**src/rtl/operand_fetch_r_if.sv**
```systemverilog
// Purpose : Bundles the instruction-in, writeback and ALU-out handshakes of
//           the operand_fetch_r stage into one interface.
// Ports   :
//   iIR_VALID / oIR_READY / iIR           upstream instruction handshake
//   iWB_EN / iWB_RD / iWB_DATA            register-file write port
//   oEX_VALID / iEX_READY                 downstream ALU handshake
//   oIR, oRS1, oRS2, oRD                  held instruction and its fields
//   oALU_IN1 / oALU_IN2                   held operands
//   oILLEGAL                              dropped non-R-type pulse
// Modports: slave = the fetch stage itself, master = its environment.
interface operand_fetch_r_if #(
    parameter int XLEN = 32
);
    logic            iIR_VALID;
    logic            oIR_READY;
    logic [31:0]     iIR;
    logic            iWB_EN;
    logic [4:0]      iWB_RD;
    logic [XLEN-1:0] iWB_DATA;
    logic            oEX_VALID;
    logic            iEX_READY;
    logic [31:0]     oIR;
    logic [4:0]      oRS1;
    logic [4:0]      oRS2;
    logic [4:0]      oRD;
    logic [XLEN-1:0] oALU_IN1;
    logic [XLEN-1:0] oALU_IN2;
    logic            oILLEGAL;

    modport slave (
        input  iIR_VALID, iIR, iWB_EN, iWB_RD, iWB_DATA, iEX_READY,
        output oIR_READY, oEX_VALID, oIR, oRS1, oRS2, oRD,
               oALU_IN1, oALU_IN2, oILLEGAL
    );

    modport master (
        output iIR_VALID, iIR, iWB_EN, iWB_RD, iWB_DATA, iEX_READY,
        input  oIR_READY, oEX_VALID, oIR, oRS1, oRS2, oRD,
               oALU_IN1, oALU_IN2, oILLEGAL
    );
endinterface

```
**src/rtl/operand_fetch_r.sv**
```systemverilog
// Purpose : Decode / operand-fetch stage feeding the R-type ALU. Holds the
//           integer register file, reads rs1/rs2 with same-cycle writeback
//           forwarding and presents a single registered output slot.
// Ports   :
//   iCLK    clock, rising edge
//   iRST_N  asynchronous active-low reset
//   bus     operand_fetch_r_if.slave (instruction in, writeback, ALU out)
module operand_fetch_r #(
    parameter int         XLEN  = 32,
    parameter int         NREG  = 32,
    parameter logic [6:0] OPC_R = 7'b0110011
) (
    input  logic               iCLK,
    input  logic               iRST_N,
    operand_fetch_r_if.slave   bus
);

    // Register file and output slot state
    logic [XLEN-1:0] rf_q [NREG];
    logic [XLEN-1:0] rf_d [NREG];

    logic            ex_valid_q, ex_valid_d;
    logic [31:0]     ir_q, ir_d;
    logic [XLEN-1:0] alu1_q, alu1_d;
    logic [XLEN-1:0] alu2_q, alu2_d;
    logic            illegal_q, illegal_d;

    logic [4:0]      rs1;
    logic [4:0]      rs2;
    logic            ir_ready;
    logic            accept;
    logic            consume;
    logic            is_r;
    logic            wb_hit;
    logic [XLEN-1:0] op1;
    logic [XLEN-1:0] op2;

    // x0 reads as zero; a write landing this edge is forwarded so the
    // captured operand never lags the register file by one cycle.
    function automatic logic [XLEN-1:0] read_op(
        input logic [4:0]      rs,
        input logic            wb_en,
        input logic [4:0]      wb_rd,
        input logic [XLEN-1:0] wb_data,
        input logic [XLEN-1:0] rf_val
    );
        if (rs == 5'd0)
            return '0;
        else if (wb_en && (wb_rd == rs))
            return wb_data;
        else
            return rf_val;
    endfunction

    assign rs1      = bus.iIR[19:15];
    assign rs2      = bus.iIR[24:20];
    assign ir_ready = !ex_valid_q || bus.iEX_READY;
    assign accept   = bus.iIR_VALID && ir_ready;
    assign consume  = ex_valid_q && bus.iEX_READY;
    assign is_r     = (bus.iIR[6:0] == OPC_R);
    assign wb_hit   = bus.iWB_EN && (bus.iWB_RD != 5'd0);

    assign op1 = read_op(rs1, bus.iWB_EN, bus.iWB_RD, bus.iWB_DATA, rf_q[rs1]);
    assign op2 = read_op(rs2, bus.iWB_EN, bus.iWB_RD, bus.iWB_DATA, rf_q[rs2]);

    always_comb begin
        rf_d       = rf_q;
        ex_valid_d = ex_valid_q;
        ir_d       = ir_q;
        alu1_d     = alu1_q;
        alu2_d     = alu2_q;
        illegal_d  = 1'b0;

        if (wb_hit)
            rf_d[bus.iWB_RD] = bus.iWB_DATA;

        if (consume)
            ex_valid_d = 1'b0;

        if (accept) begin
            if (is_r) begin
                ex_valid_d = 1'b1;
                ir_d       = bus.iIR;
                alu1_d     = op1;
                alu2_d     = op2;
            end else begin
                illegal_d  = 1'b1;
            end
        end else if (ex_valid_q && !bus.iEX_READY) begin
            // Stalled slot: keep held operands coherent with writeback so
            // the ALU sees the newest value when it finally consumes.
            if (wb_hit && (bus.iWB_RD == ir_q[19:15]))
                alu1_d = bus.iWB_DATA;
            if (wb_hit && (bus.iWB_RD == ir_q[24:20]))
                alu2_d = bus.iWB_DATA;
        end
    end

    always_ff @(posedge iCLK or negedge iRST_N) begin
        if (!iRST_N) begin
            for (int i = 0; i < NREG; i++)
                rf_q[i] <= '0;
            ex_valid_q <= 1'b0;
            ir_q       <= '0;
            alu1_q     <= '0;
            alu2_q     <= '0;
            illegal_q  <= 1'b0;
        end else begin
            rf_q       <= rf_d;
            ex_valid_q <= ex_valid_d;
            ir_q       <= ir_d;
            alu1_q     <= alu1_d;
            alu2_q     <= alu2_d;
            illegal_q  <= illegal_d;
        end
    end

    assign bus.oIR_READY = ir_ready;
    assign bus.oEX_VALID = ex_valid_q;
    assign bus.oIR       = ir_q;
    assign bus.oRS1      = ir_q[19:15];
    assign bus.oRS2      = ir_q[24:20];
    assign bus.oRD       = ir_q[11:7];
    assign bus.oALU_IN1  = alu1_q;
    assign bus.oALU_IN2  = alu2_q;
    assign bus.oILLEGAL  = illegal_q;

endmodule

```
**src/flat_wrapper.sv**
```systemverilog
// flat-port wrapper written by rule: the top's interface ports become plain ports
module operand_fetch_r_flat 
#(
    parameter int         XLEN  = 32,
    parameter int         NREG  = 32,
    parameter logic [6:0] OPC_R = 7'b0110011
)
  (iCLK, iRST_N, bus_iIR_VALID, bus_iIR, bus_iWB_EN, bus_iWB_RD, bus_iWB_DATA, bus_iEX_READY, bus_oIR_READY, bus_oEX_VALID, bus_oIR, bus_oRS1, bus_oRS2, bus_oRD, bus_oALU_IN1, bus_oALU_IN2, bus_oILLEGAL);
  operand_fetch_r_if #(.XLEN(XLEN)) bus_i ();
  input  logic iCLK;
  input  logic iRST_N;
  input wire logic [$bits(bus_i.iIR_VALID)-1:0] bus_iIR_VALID;
  input wire logic [$bits(bus_i.iIR)-1:0] bus_iIR;
  input wire logic [$bits(bus_i.iWB_EN)-1:0] bus_iWB_EN;
  input wire logic [$bits(bus_i.iWB_RD)-1:0] bus_iWB_RD;
  input wire logic [$bits(bus_i.iWB_DATA)-1:0] bus_iWB_DATA;
  input wire logic [$bits(bus_i.iEX_READY)-1:0] bus_iEX_READY;
  output wire logic [$bits(bus_i.oIR_READY)-1:0] bus_oIR_READY;
  output wire logic [$bits(bus_i.oEX_VALID)-1:0] bus_oEX_VALID;
  output wire logic [$bits(bus_i.oIR)-1:0] bus_oIR;
  output wire logic [$bits(bus_i.oRS1)-1:0] bus_oRS1;
  output wire logic [$bits(bus_i.oRS2)-1:0] bus_oRS2;
  output wire logic [$bits(bus_i.oRD)-1:0] bus_oRD;
  output wire logic [$bits(bus_i.oALU_IN1)-1:0] bus_oALU_IN1;
  output wire logic [$bits(bus_i.oALU_IN2)-1:0] bus_oALU_IN2;
  output wire logic [$bits(bus_i.oILLEGAL)-1:0] bus_oILLEGAL;
  assign bus_i.iIR_VALID = bus_iIR_VALID;
  assign bus_i.iIR = bus_iIR;
  assign bus_i.iWB_EN = bus_iWB_EN;
  assign bus_i.iWB_RD = bus_iWB_RD;
  assign bus_i.iWB_DATA = bus_iWB_DATA;
  assign bus_i.iEX_READY = bus_iEX_READY;
  assign bus_oIR_READY = bus_i.oIR_READY;
  assign bus_oEX_VALID = bus_i.oEX_VALID;
  assign bus_oIR = bus_i.oIR;
  assign bus_oRS1 = bus_i.oRS1;
  assign bus_oRS2 = bus_i.oRS2;
  assign bus_oRD = bus_i.oRD;
  assign bus_oALU_IN1 = bus_i.oALU_IN1;
  assign bus_oALU_IN2 = bus_i.oALU_IN2;
  assign bus_oILLEGAL = bus_i.oILLEGAL;
  operand_fetch_r #(.XLEN(XLEN), .NREG(NREG), .OPC_R(OPC_R)) u_core (.iCLK(iCLK), .iRST_N(iRST_N), .bus(bus_i));
endmodule
```
**config.mk**
```make
export PLATFORM = sky130hd
export DESIGN_NAME = operand_fetch_r_flat
export DESIGN_NICKNAME = d
export VERILOG_FILES = /design/src/rtl/operand_fetch_r_if.sv /design/src/rtl/operand_fetch_r.sv /design/src/flat_wrapper.sv
export SDC_FILE = /design/constraint.sdc
export NUM_CORES = 2
export LEC_CHECK = 0
export ABC_AREA = 1
export BUFFER_PORTS_ARGS = -buffer_cell sky130_fd_sc_hd__buf_2
export CAP_MARGIN = 15
export CORE_MARGIN = 2
export CORE_UTILIZATION = 41
export DETAILED_ROUTE_END_ITERATION = 6
export SLEW_MARGIN = 20
export SYNTH_ARGS = -nofsm -noshare
export SYNTH_HDL_FRONTEND = slang
export SYNTH_SLANG_ARGS = --single-unit
```
**constraint.sdc**
```tcl
create_clock -name iCLK -period 2.1 [get_ports iCLK]
set_clock_uncertainty 0.15 [all_clocks]
set_input_delay 0.315 -clock iCLK [delete_from_list [all_inputs] [get_ports iCLK]]
set_output_delay 0.315 -clock iCLK [all_outputs]
set_load 0.02 [all_outputs]
```
Yosys cells after proc, flatten, opt, wreduce, memory -nomap -nowiden
Index checks and enable logic that the tools add are counted.
{"block": "classes", "magnitude_cmp": 4, "eq_ne": 6, "muxes": 26, "n_bitwise": 3, "n_reduce_logical": 21}
{"cell": "bitwise mux 1024 bit", "count": 1}
{"cell": "two-way mux 32 bit", "count": 17}
{"cell": "binary-select mux 32 bit (select 5 bit)", "count": 2}
{"cell": "demux 32 bit (select 5 bit)", "count": 1}
{"cell": "== test 5 bit", "count": 4}
{"cell": ">= comparator 6 bit (second input constant)", "count": 3}
{"cell": "NOT 5 -> 6 bit", "count": 3}
{"cell": "zero test 5 bit", "count": 2}
{"cell": "logical AND 1 bit", "count": 9}
{"cell": "== test 7 x 6 -> 1 bit (second input constant)", "count": 1}
{"cell": "< comparator 6 x 1 -> 1 bit (second input constant)", "count": 1}
{"cell": "AND reduction 3 bit", "count": 2}
{"cell": "nonzero test 2 bit", "count": 3}
{"cell": "two-way mux 1 bit", "count": 5}
{"cell": "nonzero test 5 bit", "count": 1}
{"cell": "zero test 1 bit", "count": 2}
{"cell": "!= test 2 bit (second input constant)", "count": 1}
{"cell": "AND reduction 2 bit", "count": 1}
{"cell": "logical OR 1 bit", "count": 1}
{"block": "word_totals", "regBits": 1122, "in_bits": 74, "output_inout_bits": 114, "word_cells": 97}

Logic depth before layout (Yosys ltp)
{"block": "depth", "depth_word": 8, "ltp_mapped": 13, "mapped_depth_nobuf": 11}

Worst setup path after synthesis
Ideal clock, no wire load.
{"block": "synth_path", "kind": "input port to flip-flop", "from": "input port bus_iWB_RD[3]", "to": "register u_core.alu1_q[0] (netlist: u_core.bus.oALU_IN1[0])", "setup_time_ps": 122, "arrival_ps": 1609, "t_required_ps": 1828, "setup_slack_ps": 219, "path_stages": 10, "path_buffers": 2, "path_cell_list": "buf_4 -> inv_1 -> nand2_1 -> a21oi_1 -> nand3_2 -> buf_6 -> nor2_1 -> nor2_1 -> nand2_1 -> a21oi_1"}
{"block": "synth_between", "elab_chain_cells": 6, "word_cells_on_any_way": 12, "classes_between": "2 x eq/ne; 4 x mux; 6 x reduce/logical"}
{"item": "from (decl)", "line": "flat_wrapper.sv:15", "rtl": "input wire logic [$bits(bus_i.iWB_RD)-1:0] bus_iWB_RD;"}
{"item": "== test 5 bit", "line": "operand_fetch_r.sv:49", "rtl": "else if (wb_en && (wb_rd == rs))"}
{"item": "logical AND 1 bit", "line": "operand_fetch_r.sv:49"}
{"item": "two-way mux 32 bit", "line": "operand_fetch_r.sv:49"}
{"item": "two-way mux 32 bit", "line": "operand_fetch_r.sv:47", "rtl": "if (rs == 5'd0)"}
{"item": "two-way mux 32 bit", "line": "operand_fetch_r.sv:81", "rtl": "if (is_r) begin"}
{"item": "two-way mux 32 bit", "line": "operand_fetch_r.sv:80", "rtl": "if (accept) begin"}
{"item": "to (signal assigned)", "line": "operand_fetch_r.sv:112", "rtl": "alu1_q <= alu1_d;"}
{"item": "to (decl)", "line": "operand_fetch_r.sv:24", "rtl": "logic [XLEN-1:0] alu1_q, alu1_d;"}
Several ways; a longest one is shown, not always the timed one. The select of a mux whose other input is x is not followed.
A chain may end at the register's enable or synchronous reset.

Worst setup path in the final report
{"block": "layout_path", "from": "register u_core.ir_q[22] (netlist: u_core.bus.oIR[22])", "to": "output port bus_oRS2[2]"}
{"item": "from (decl)", "line": "operand_fetch_r.sv:23", "rtl": "logic [31:0] ir_q, ir_d;"}
{"item": "from (signal assigned)", "line": "operand_fetch_r.sv:111", "rtl": "ir_q <= ir_d;"}
{"item": "to (decl)", "line": "flat_wrapper.sv:22", "rtl": "output wire logic [$bits(bus_i.oRS2)-1:0] bus_oRS2;"}
No word-level cell between the ends.

==> summary.txt <==
Run status
  – Result of the run: finished clean

Detailed routing
  – Number of vias after detailed routing: 67.62k
  – Average via count per standard cell: 5.593
  – Sum of routed wire length over all layers: 275.0 mm
  – Final antenna-violating net count: 0
  – Routed length per placed instance: 22.74 um
  – Number of optimization iterations in the first detailed-route pass: 6
  – Total DRC errors in the routed layout: 0
  – First DRT Iteration DRCs: 8,501

Worst setup path
  – Type of the setup path with the least slack: reg2out
  – Reg-to-reg slack, setup: 90 ps
  – Number of cells on the worst reg-to-reg path: 6
  – Arr. time, crit path: 1600 ps
  – Highest-delay cell along the critical path: sky130_fd_sc_hd__dfrtp_1
  – Critical path startpoint category: flop
  – Startpoint of the worst-slack reg-to-reg timing path: u_core.bus.oEX_VALID$_DFF_PN0_
  – Required time reported for the critical path endpoint: 1630 ps
  – Critical-path cell list: buf_6 > buf_2
  – Worst-path maximum fanout: 3
  – Biggest cell delay along the critical path: 450 ps
  – Type of element capturing the critical path: output port
  – Endpoint of the most critical register-to-register path: u_core.bus.oALU_IN1[4]$_DFFE_PN0P_

Finish
  – Area growth from synthesis to final layout: 19.49%
  – Footprint of the flip-flops and latches: 28,080 um^2
  – Commonest cells after routing, fill and taps aside: sky130_fd_sc_hd__nand2_1, sky130_fd_sc_hd__nor2_1, sky130_fd_sc_hd__nand3_1
  – Leading cell type in the layout, fill and taps excluded: sky130_fd_sc_hd__nand2_1
  – Area taken by multi-input logic gates: 30,420 um^2
  – Fraction of layout cells with a size suffix above 1: 10.00%
  – Layout Nets: 9,999
  – Count of fill cells added during filler insertion: 15.39k

GRT
  – Total track usage: 34.21%
  – Maximum number of pins on one net before global-route repair: 74
  – Number of global-route vias before repair: 62.78k
  – Initial antenna violation count: 13
  – Leftover overflow at the end of global routing: 0
  – First-pass GRT wire length: 408.6 mm

Synth
  – Most used flip-flop cell after synthesis: sky130_fd_sc_hd__dfrtp_1
  – Fraction of the mapped netlist area in simple logic gates: 38.05%
  – Sequential fraction of the synthesis area: 43.72%
  – Combinational family with the most area after synthesis: simple AND/OR/NAND/NOR gates
  – Number of synthesis warnings: 0
  – Register bit total from synthesis: 1,122
  – Adder and majority gate portion of the synthesized area: 0%
  – Post-Synthesis Cell Area: 64,220 um^2
  – Syn_nets: 9,846
  – Share of synthesized registers carrying an async set or reset: 100.0%
  – Post-synthesis share of cell area spent on xor and xnor gates: 0.06819%
  – Syn Inst Count: 9,772
  – Post-synth cell types: 30
  – Share of cell area taken by muxes after synthesis: 0%
  – Number of flops mapped to enable cells by yosys: 0
  – Compound-gate portion of the synthesized area: 8.942%
  – Mean cell area of the mapped netlist: 6.572 um^2

Min path
  – Class of the most critical hold timing path: in2reg
  – Hold-critical path endpoint: u_core.bus.oALU_IN1[23]$_DFFE_PN0P_
  – Worst Min Path Start: bus_iIR_VALID
  – Number of cells on the worst hold path: 5

Placement
  – Port Buf Inserts: 187
  – Final RePlAce weighted congestion: 0.9356
  – Setup Slack @ Placement: -136.9 ps
  – DP Wirelength: 176.6 mm

STA
  – Worst-Margin Slew: 628.7 ps
  – Number of hold violations in the final report: 0
  – Period Utilization, post-route: 98.15%
  – Setup repair after global routing missed its margin: no
  – Final hold slack: 47.81 ps
  – Max-slew violation total from the final report: 0
  – Slew margin rel.: 58.09%
  – Maximum clock frequency: 485.2 MHz
  – Finish-stage setup viols: 0
  – Min Tclk post-route: 2061 ps
  – Minimum setup slack in the final design: 38.88 ps
  – Sum of negative setup slack: 0 ps

Floorplan
  – Width of the chip: 399.8 um
  – Die area: 159,800 um^2
  – Overall die height: 399.8 um
  – Number of standard-cell rows in the floorplan: 145
  – Count of pins on the block boundary: 188
  – Area inside the core boundary: 155,800 um^2
  – Initial Util: 41.21%

CTS
  – Clock-pin slew on the worst setup and hold paths: 60 ps
  – TritonCTS clock tree: done
  – TritonCTS Sinks: 1,122
  – TritonCTS Buffers: 135
  – Maximum level of the CTS H-tree: 4
  – CTS Root Cell: sky130_fd_sc_hd__clkbuf_16
  – Clk Latency, worst-skew pair: 790 ps
  – Maximum buffer depth of the clock tree: 3

Pwr
  – Switching Power: 22,550 uW
  – Share of total power consumed by net switching: 33.05%
  – Relative contribution of the clock network to total power: 35.2%
  – Share of total power in sequential cells: 42.1%
  – Lkg Pwr: 0.03866 uW
  – Pint: 45,690 uW
  – Combinational fraction of design power: 22.7%
  – Total power per unit cell area: 889.4 nW/um^2
  – Power after layout: 68,250 uW
  – Worst VDD drop: 0.8256 mV

Flow run
  – Total of max-cap violations: 0
## power by group through the flow
| stage | registers [uW] | logic [uW] | clock network, uW |
|---|---|---|---|
| global placement | 28800 | 14800 | 0 |
| detailed placement | 28900 | 15200 | 0 |
| finish | 28700 | 15500 | 24000 |
| global route | 29200 | 17500 | 25200 |
| floorplan | 28400 | 9870 | 0 |
| CTS | 28600 | 15300 | 24300 |
## sequential cells by signal (all words and copies together), names as in the netlist
signal,cells
u_core.bus.oIR,32
u_core.bus.oALU_IN1,32
u_core.bus.oEX_VALID,1
u_core.bus.oALU_IN2,32
u_core.bus.oILLEGAL,1
u_core.rf_q,1024
## Yosys cell counts, types with 7 or more instances
| library cell | instances | area (um^2) |
|---|---|---|
| sky130_fd_sc_hd__a21oi_1 | 482 | 2412 |
| sky130_fd_sc_hd__buf_1 | 54 | 202.7 |
| sky130_fd_sc_hd__buf_2 | 214 | 1071 |
| sky130_fd_sc_hd__buf_4 | 20 | 150.1 |
| sky130_fd_sc_hd__buf_6 | 12 | 135.1 |
| sky130_fd_sc_hd__clkbuf_1 | 456 | 1712 |
| sky130_fd_sc_hd__clkinv_1 | 34 | 127.6 |
| sky130_fd_sc_hd__dfrtp_1 | 1122 | 28080 |
| sky130_fd_sc_hd__inv_1 | 663 | 2489 |
| sky130_fd_sc_hd__inv_2 | 9 | 33.78 |
| sky130_fd_sc_hd__nand2_1 | 3466 | 13010 |
| sky130_fd_sc_hd__nand2_2 | 17 | 106.4 |
| sky130_fd_sc_hd__nand3_1 | 1153 | 5771 |
| sky130_fd_sc_hd__nand3_2 | 7 | 70.07 |
| sky130_fd_sc_hd__nor2_1 | 1359 | 5101 |
| sky130_fd_sc_hd__nor2_2 | 7 | 43.79 |
| sky130_fd_sc_hd__nor2_4 | 8 | 90.09 |
| sky130_fd_sc_hd__o21ai_0 | 609 | 3048 |
| sky130_fd_sc_hd__o21ai_1 | 45 | 225.2 |
## final cells by class
class / count / share of cell area (%)
Inverter: 706 / 3.493
Clock inverter: 30 / 0.4680
Timing Repair Buffer: 772 / 11.09
Clock buffer: 208 / 5.343
Multi-Input combinational cell: 7188 / 39.64
Tap cell: 2058 / 3.356
Antenna cell: 6 / 0.01957
Sequential cell: 1122 / 36.59
## critical path, delay by kind of cell, from the launching register on
family	cells	cell delay, ps
flip-flops	1	450
buffers and inverters	2	370
## what timing repair did
| item | in CTS | in global routing |
|---|---|---|
| endpoints found under the setup margin | 1 | 8 |
| gates cloned | 0 | 0 |
| buffers inserted | 0 | 1 |
| resized for setup | 2 | 5 |
| endpoints found under the hold margin | 1353 | 0 |
| hold buffers | 55 | 0 |
## worst max path at each step
stage | start | endpoint | slack (ps) | cells after the start
floorplan | bus_iWB_RD[3] | u_core.bus.oALU_IN1[0]$_DFFE_PN0P_ | 220 | 10
global placement | bus_iWB_RD[3] | u_core.bus.oALU_IN2[29]$_DFFE_PN0P_ | -110 | 11
detailed placement | bus_iIR[20] | u_core.bus.oALU_IN2[25]$_DFFE_PN0P_ | -140 | 14
CTS | u_core.bus.oIR[17]$_DFFE_PN0P_ | bus_oRS1[2] | 4 | 2
global route | u_core.bus.oEX_VALID$_DFF_PN0_ | bus_oIR_READY | 10 | 2
finish | u_core.bus.oIR[22]$_DFFE_PN0P_ | bus_oRS2[2] | 40 | 2
## stage by stage
step                cells  utilization, %  cell area [um^2]
finish              12090           49.24             76740
global route        12090           49.23             76730
CTS                 12080           49.22             76700
detailed placement  11790           46.00             71690
global placement    11790           46.00             71690
floorplan            9772               -             64220
## kinds of logic after synthesis
kind of cell | after synthesis
AND/OR/NAND/NOR | 6039
AO/OA/AOI/OAI | 1144
XOR/XNOR | 5
buffers and inverters | 1462
flip-flops | 1122
## layer usage
metal | share of wire [%] | routed length, um | up-vias | global-route usage, %
met2 | 43 | 117300 | 4016 | 51.30
met4 | 4.9 | 13370 | 10 | 14.76
met5 | 0.063 | 172 | - | 0.5751
met3 | 11 | 30850 | 765 | 7.212
li1 | - | - | 30830 | -
met1 | 41 | 113300 | 32000 | 47.56
Power figures use the tool's default switching activity.
